### src/rtl/id_exe_reg.sv
// rtl/id_exe_reg.sv - decode/execute pipeline register with freeze, flush and a saturating bubble counter
module id_exe_reg #(
    parameter int WORD_LEN     = 32,
    parameter int REG_ADDR_LEN = 5,
    parameter int CNT_LEN      = 16
) (
    input  logic                    clk,
    input  logic                    rst,
    input  logic                    freeze,
    input  logic                    flush,
    input  logic [3:0]              exe_cmd_in,
    input  logic                    mem_r_en_in,
    input  logic                    mem_w_en_in,
    input  logic                    wb_en_in,
    input  logic [1:0]              br_type_in,
    input  logic [WORD_LEN-1:0]     pc_in,
    input  logic [WORD_LEN-1:0]     val1_in,
    input  logic [WORD_LEN-1:0]     val2_in,
    input  logic [WORD_LEN-1:0]     st_val_in,
    input  logic [REG_ADDR_LEN-1:0] dest_in,
    input  logic [REG_ADDR_LEN-1:0] src1_in,
    input  logic [REG_ADDR_LEN-1:0] src2_in,
    output logic [3:0]              exe_cmd,
    output logic                    mem_r_en,
    output logic                    mem_w_en,
    output logic                    wb_en,
    output logic [1:0]              br_type,
    output logic [WORD_LEN-1:0]     pc,
    output logic [WORD_LEN-1:0]     val1,
    output logic [WORD_LEN-1:0]     val2,
    output logic [WORD_LEN-1:0]     st_val,
    output logic [REG_ADDR_LEN-1:0] dest,
    output logic [REG_ADDR_LEN-1:0] src1,
    output logic [REG_ADDR_LEN-1:0] src2,
    output logic                    valid,
    output logic [CNT_LEN-1:0]      bubble_cnt
);

    // Counter is at its ceiling; further bubbles must not wrap it back to zero
    logic cnt_full;
    assign cnt_full = (bubble_cnt == {CNT_LEN{1'b1}});

    // Stage contents: flush loads an all-zero bubble (wrong-path kill beats a stall),
    // freeze holds everything, otherwise capture the decoded instruction
    always_ff @(posedge clk or posedge rst) begin
        if (rst) begin
            exe_cmd  <= '0;
            mem_r_en <= 1'b0;
            mem_w_en <= 1'b0;
            wb_en    <= 1'b0;
            br_type  <= '0;
            pc       <= '0;
            val1     <= '0;
            val2     <= '0;
            st_val   <= '0;
            dest     <= '0;
            src1     <= '0;
            src2     <= '0;
            valid    <= 1'b0;
        end else if (flush) begin
            exe_cmd  <= '0;
            mem_r_en <= 1'b0;
            mem_w_en <= 1'b0;
            wb_en    <= 1'b0;
            br_type  <= '0;
            pc       <= '0;
            val1     <= '0;
            val2     <= '0;
            st_val   <= '0;
            dest     <= '0;
            src1     <= '0;
            src2     <= '0;
            valid    <= 1'b0;
        end else if (!freeze) begin
            exe_cmd  <= exe_cmd_in;
            mem_r_en <= mem_r_en_in;
            mem_w_en <= mem_w_en_in;
            wb_en    <= wb_en_in;
            br_type  <= br_type_in;
            pc       <= pc_in;
            val1     <= val1_in;
            val2     <= val2_in;
            st_val   <= st_val_in;
            dest     <= dest_in;
            src1     <= src1_in;
            src2     <= src2_in;
            valid    <= 1'b1;
        end
    end

    // Count each edge that inserts a bubble or holds a stall; flush+freeze counts once
    always_ff @(posedge clk or posedge rst) begin
        if (rst) begin
            bubble_cnt <= '0;
        end else if ((flush || freeze) && !cnt_full) begin
            bubble_cnt <= bubble_cnt + 1'b1;
        end
    end

endmodule

### config.mk
export PLATFORM = sky130hd
export DESIGN_NAME = id_exe_reg
export DESIGN_NICKNAME = d
export VERILOG_FILES = /design/src/rtl/id_exe_reg.sv
export SDC_FILE = /design/constraint.sdc
export NUM_CORES = 1
export LEC_CHECK = 0
export ABC_AREA = 0
export CAP_MARGIN = 20
export CORE_ASPECT_RATIO = 1.4
export CORE_MARGIN = 5
export CORE_UTILIZATION = 37
export CTS_CLUSTER_SIZE = 40
export DETAILED_ROUTE_END_ITERATION = 6
export PLACE_DENSITY_LB_ADDON = 0.2
export SLEW_MARGIN = 20
export SYNTH_ARGS = -nofsm -noshare
export SYNTH_HDL_FRONTEND = slang
export SYNTH_SLANG_ARGS = --single-unit
### constraint.sdc
create_clock -name clk -period 6 [get_ports clk]
set_input_delay 1.2 -clock clk [delete_from_list [all_inputs] [get_ports clk]]
set_output_delay 1.2 -clock clk [all_outputs]
set_load 0.05 [all_outputs]
==> metrics.txt <==
Reg2Reg Setup Slack 4.27 ns; I/O Buffers 324; CTS Buffer Depth 2; Nets 1037; area delta synth->final 58.16%; RSZ-0062 raised after global routing false; sequential power share 0.407; Power Dens Cells 292.4 mW/mm^2; drt first-iter violations 339; leakage power 5.087 nW; Synth Warn # 0; clk_lat worst skew 0.41 ns; hold buffer count at CTS 0; Reg clk slew, reported paths 0.06 ns; synthesized cell area 0.006902 mm^2; Vias/cell 4.768; FF-to-FF End bubble_cnt[1]; worst slew pin tran 0.9439 ns; Global Route Usage Sum 0.1839; drt pass-1 iters 4; Worst Reg-to-Reg Cells 5; Die Ht 171.6 um; # setup viols final 0; sequential share of the synthesized area 0.6128; H-tree levels 4; outcome finished, final reports clean; cells along the critical path clkdlybuf4s50_1; Worst path depth 1; row cnt 59; initial core utilization 0.3740; Comb pwr share 0.256; Min Hold Slack 0.5146 ns; WS Path Type reg -> out; DRC 0; Syn Inst Count 568; # fillers 1566; via count 5426; launch point of the worst path bubble_cnt[2]; CTS sink cnt 169; clk_skew 0.007195 ns; CP max stage delay 0.86 ns; routed wire length 20.38 mm; Sw Ratio 0.3225; fraction of layout cells with a size suffix above 1 0.04815; Tcrit/Tclk final 0.4930; Setup Buffers After CTS 0; Sw Pwr 1.029 mW; Worst EP arrival 1.76 ns; Yosys cell types 31; crit-path max FO 6; post-DP HPWL 14.97 mm; r2r startpoint bubble_cnt[0]; Hold Crit Class reg -> reg; die area 0.02152 mm^2; fin crit period 2.958 ns; WL/cell 17.91 um; post-CTS sizing 0; synthesized area per cell 12.15 um^2; clock network power share 0.337; Syn Nets 725; Root Buffer clkbuf_16; P_int 2.162 mW; largest net degree at the start of global routing 125; DRT antenna net count 0; number of global-route vias before repair 5818; VDD IR max 0.0001560 V; CTS tree done; RePlAce Congestion 0.8019; Critical Path Slowest Stage Cell clkdlybuf4s50_1; Buf+Inv Stages, Crit Path 1; final hold vios 0; Die Width 125.4 um; Total Neg Setup Slack 0 ns; grt ovf 0; CP top delay family buffers and inverters; max cap viols 0; Setup crit end kind primary output; Final Slew Violations 0; worst setup path endpoint bubble_cnt[2]; Max Freq 338.1 MHz; #FFs+latches synth 169; Required @ worst endpoint 4.80 ns; CP startpoint kind flip-flop; core footprint 0.01846 mm^2; first-pass GRT wire length 31.22 mm; CTS buffer count 17; I/O pin count 325; Worst slew margin 0.3707; initial antenna violation count 1
[how the worst min path moves through the flow]
stage,start,endpoint,slack [ns],cells after the start
2_1_floorplan,valid,valid,0.75,2
3_3_place_gp,bubble_cnt[8],bubble_cnt[8],0.50,1
3_5_place_dp,valid,valid,0.51,2
4_1_cts,valid,valid,0.52,2
5_1_grt,valid,valid,0.55,2
6_report,valid,valid,0.51,2
[state kept, by name, summed over array words and instances (netlist names)]
| register | flops |
|---|---|
| src2 | 5 |
| br_type | 2 |
| exe_cmd | 4 |
| dest | 5 |
| src1 | 5 |
| mem_r_en | 1 |
| bubble_cnt | 16 |
| pc | 32 |
| mem_w_en | 1 |
| val2 | 32 |
| valid | 1 |
| wb_en | 1 |
| val1 | 32 |
| st_val | 32 |
[stage by stage]
step / util / setup WS (ns) / area, um^2 / total power, mW / instances
floorplan: - / 0.2249 / 6902 / 1.802 / 568
global placement: 0.5599 / 2.854 / 10330 / 2.127 / 1105
detailed placement: 0.5599 / 2.796 / 10330 / 2.144 / 1105
CTS: 0.5912 / 3.008 / 10910 / 3.232 / 1137
global route: 0.5915 / 2.971 / 10920 / 3.330 / 1138
finish: 0.5915 / 3.042 / 10920 / 3.192 / 1138
[area by class of cell]
type	instances	area [um^2]	area share
Clock inverter	13	143.9	0.01318
Tap cell	244	305.3	0.02797
Multi-Input combinational cell	362	2512	0.2302
Antenna cell	1	2.502	0.0002293
Inverter	2	15.01	0.001376
Sequential cell	169	4229	0.3874
Clock buffer	19	432.9	0.03966
Timing Repair Buffer	328	3274	0.3000
[metal layers]
layer,up-vias,global-route usage,wire (um)
li1,2537,-,-
met1,2652,0.1986,7501
met2,197,0.3274,10800
met3,40,0.06151,1404
met4,0,0.08255,670
met5,-,0,0
[cell usage after synthesis]
library cell | instances | area share
a211oi_1 | 1 | 0.0011
a21oi_1 | 3 | 0.0022
a31oi_1 | 1 | 0.00091
and4_1 | 1 | 0.0013
and4b_1 | 1 | 0.0015
buf_1 | 5 | 0.0027
buf_2 | 17 | 0.012
clkbuf_1 | 13 | 0.0071
dfrtp_1 | 169 | 0.61
ha_1 | 1 | 0.0018
inv_1 | 2 | 0.0011
mux2_4 | 1 | 0.0022
mux2i_1 | 152 | 0.22
nand2_1 | 5 | 0.0027
nand3_1 | 5 | 0.0036
nand3_2 | 1 | 0.0015
nand4_1 | 3 | 0.0027
nand4_4 | 1 | 0.0031
nand4b_1 | 1 | 0.0013
nor2_1 | 157 | 0.085
nor2_2 | 1 | 0.00091
nor3_1 | 3 | 0.0022
nor3_2 | 1 | 0.0015
nor3b_1 | 1 | 0.0011
nor4_1 | 5 | 0.0045
nor4_4 | 1 | 0.0031
o211ai_1 | 1 | 0.0011
o21a_1 | 2 | 0.0022
o21ai_0 | 1 | 0.00072
xnor2_1 | 3 | 0.0038
xor2_1 | 9 | 0.011
[placed cells by master (no fill, tap or decap), drive strengths merged, types with 2 or more instances in the layout]
cell	count
a21oi	3
buf	5
bufinv	2
clkbuf	20
clkdlybuf4s50	322
clkinv	5
clkinvlp	2
dfrtp	169
inv	6
mux2i	152
nand2	5
nand3	6
nand4	4
nor2	158
nor3	4
nor4	6
o21a	2
xnor2	3
xor2	9
[power by group through the flow]
stage | clock [mW] | sequential (mW) | combinational, mW
after floorplan | 0 | 1.60 | 0.201
after global placement | 0 | 1.31 | 0.813
after detailed placement | 0 | 1.32 | 0.824
after CTS | 1.11 | 1.30 | 0.826
after global routing | 1.15 | 1.31 | 0.863
final | 1.07 | 1.30 | 0.817
[cell families after synthesis]
kind of cell,share of synthesized area
buffers and inverters,0.02321
xor gates and xnor gates,0.01523
AOI/OAI and AO/OA,0.008158
adders and majority gates,0.001813
and+or+nand+nor,0.1162
muxes,0.2226
DFF,0.6128
Power figures use the tool's default switching activity.
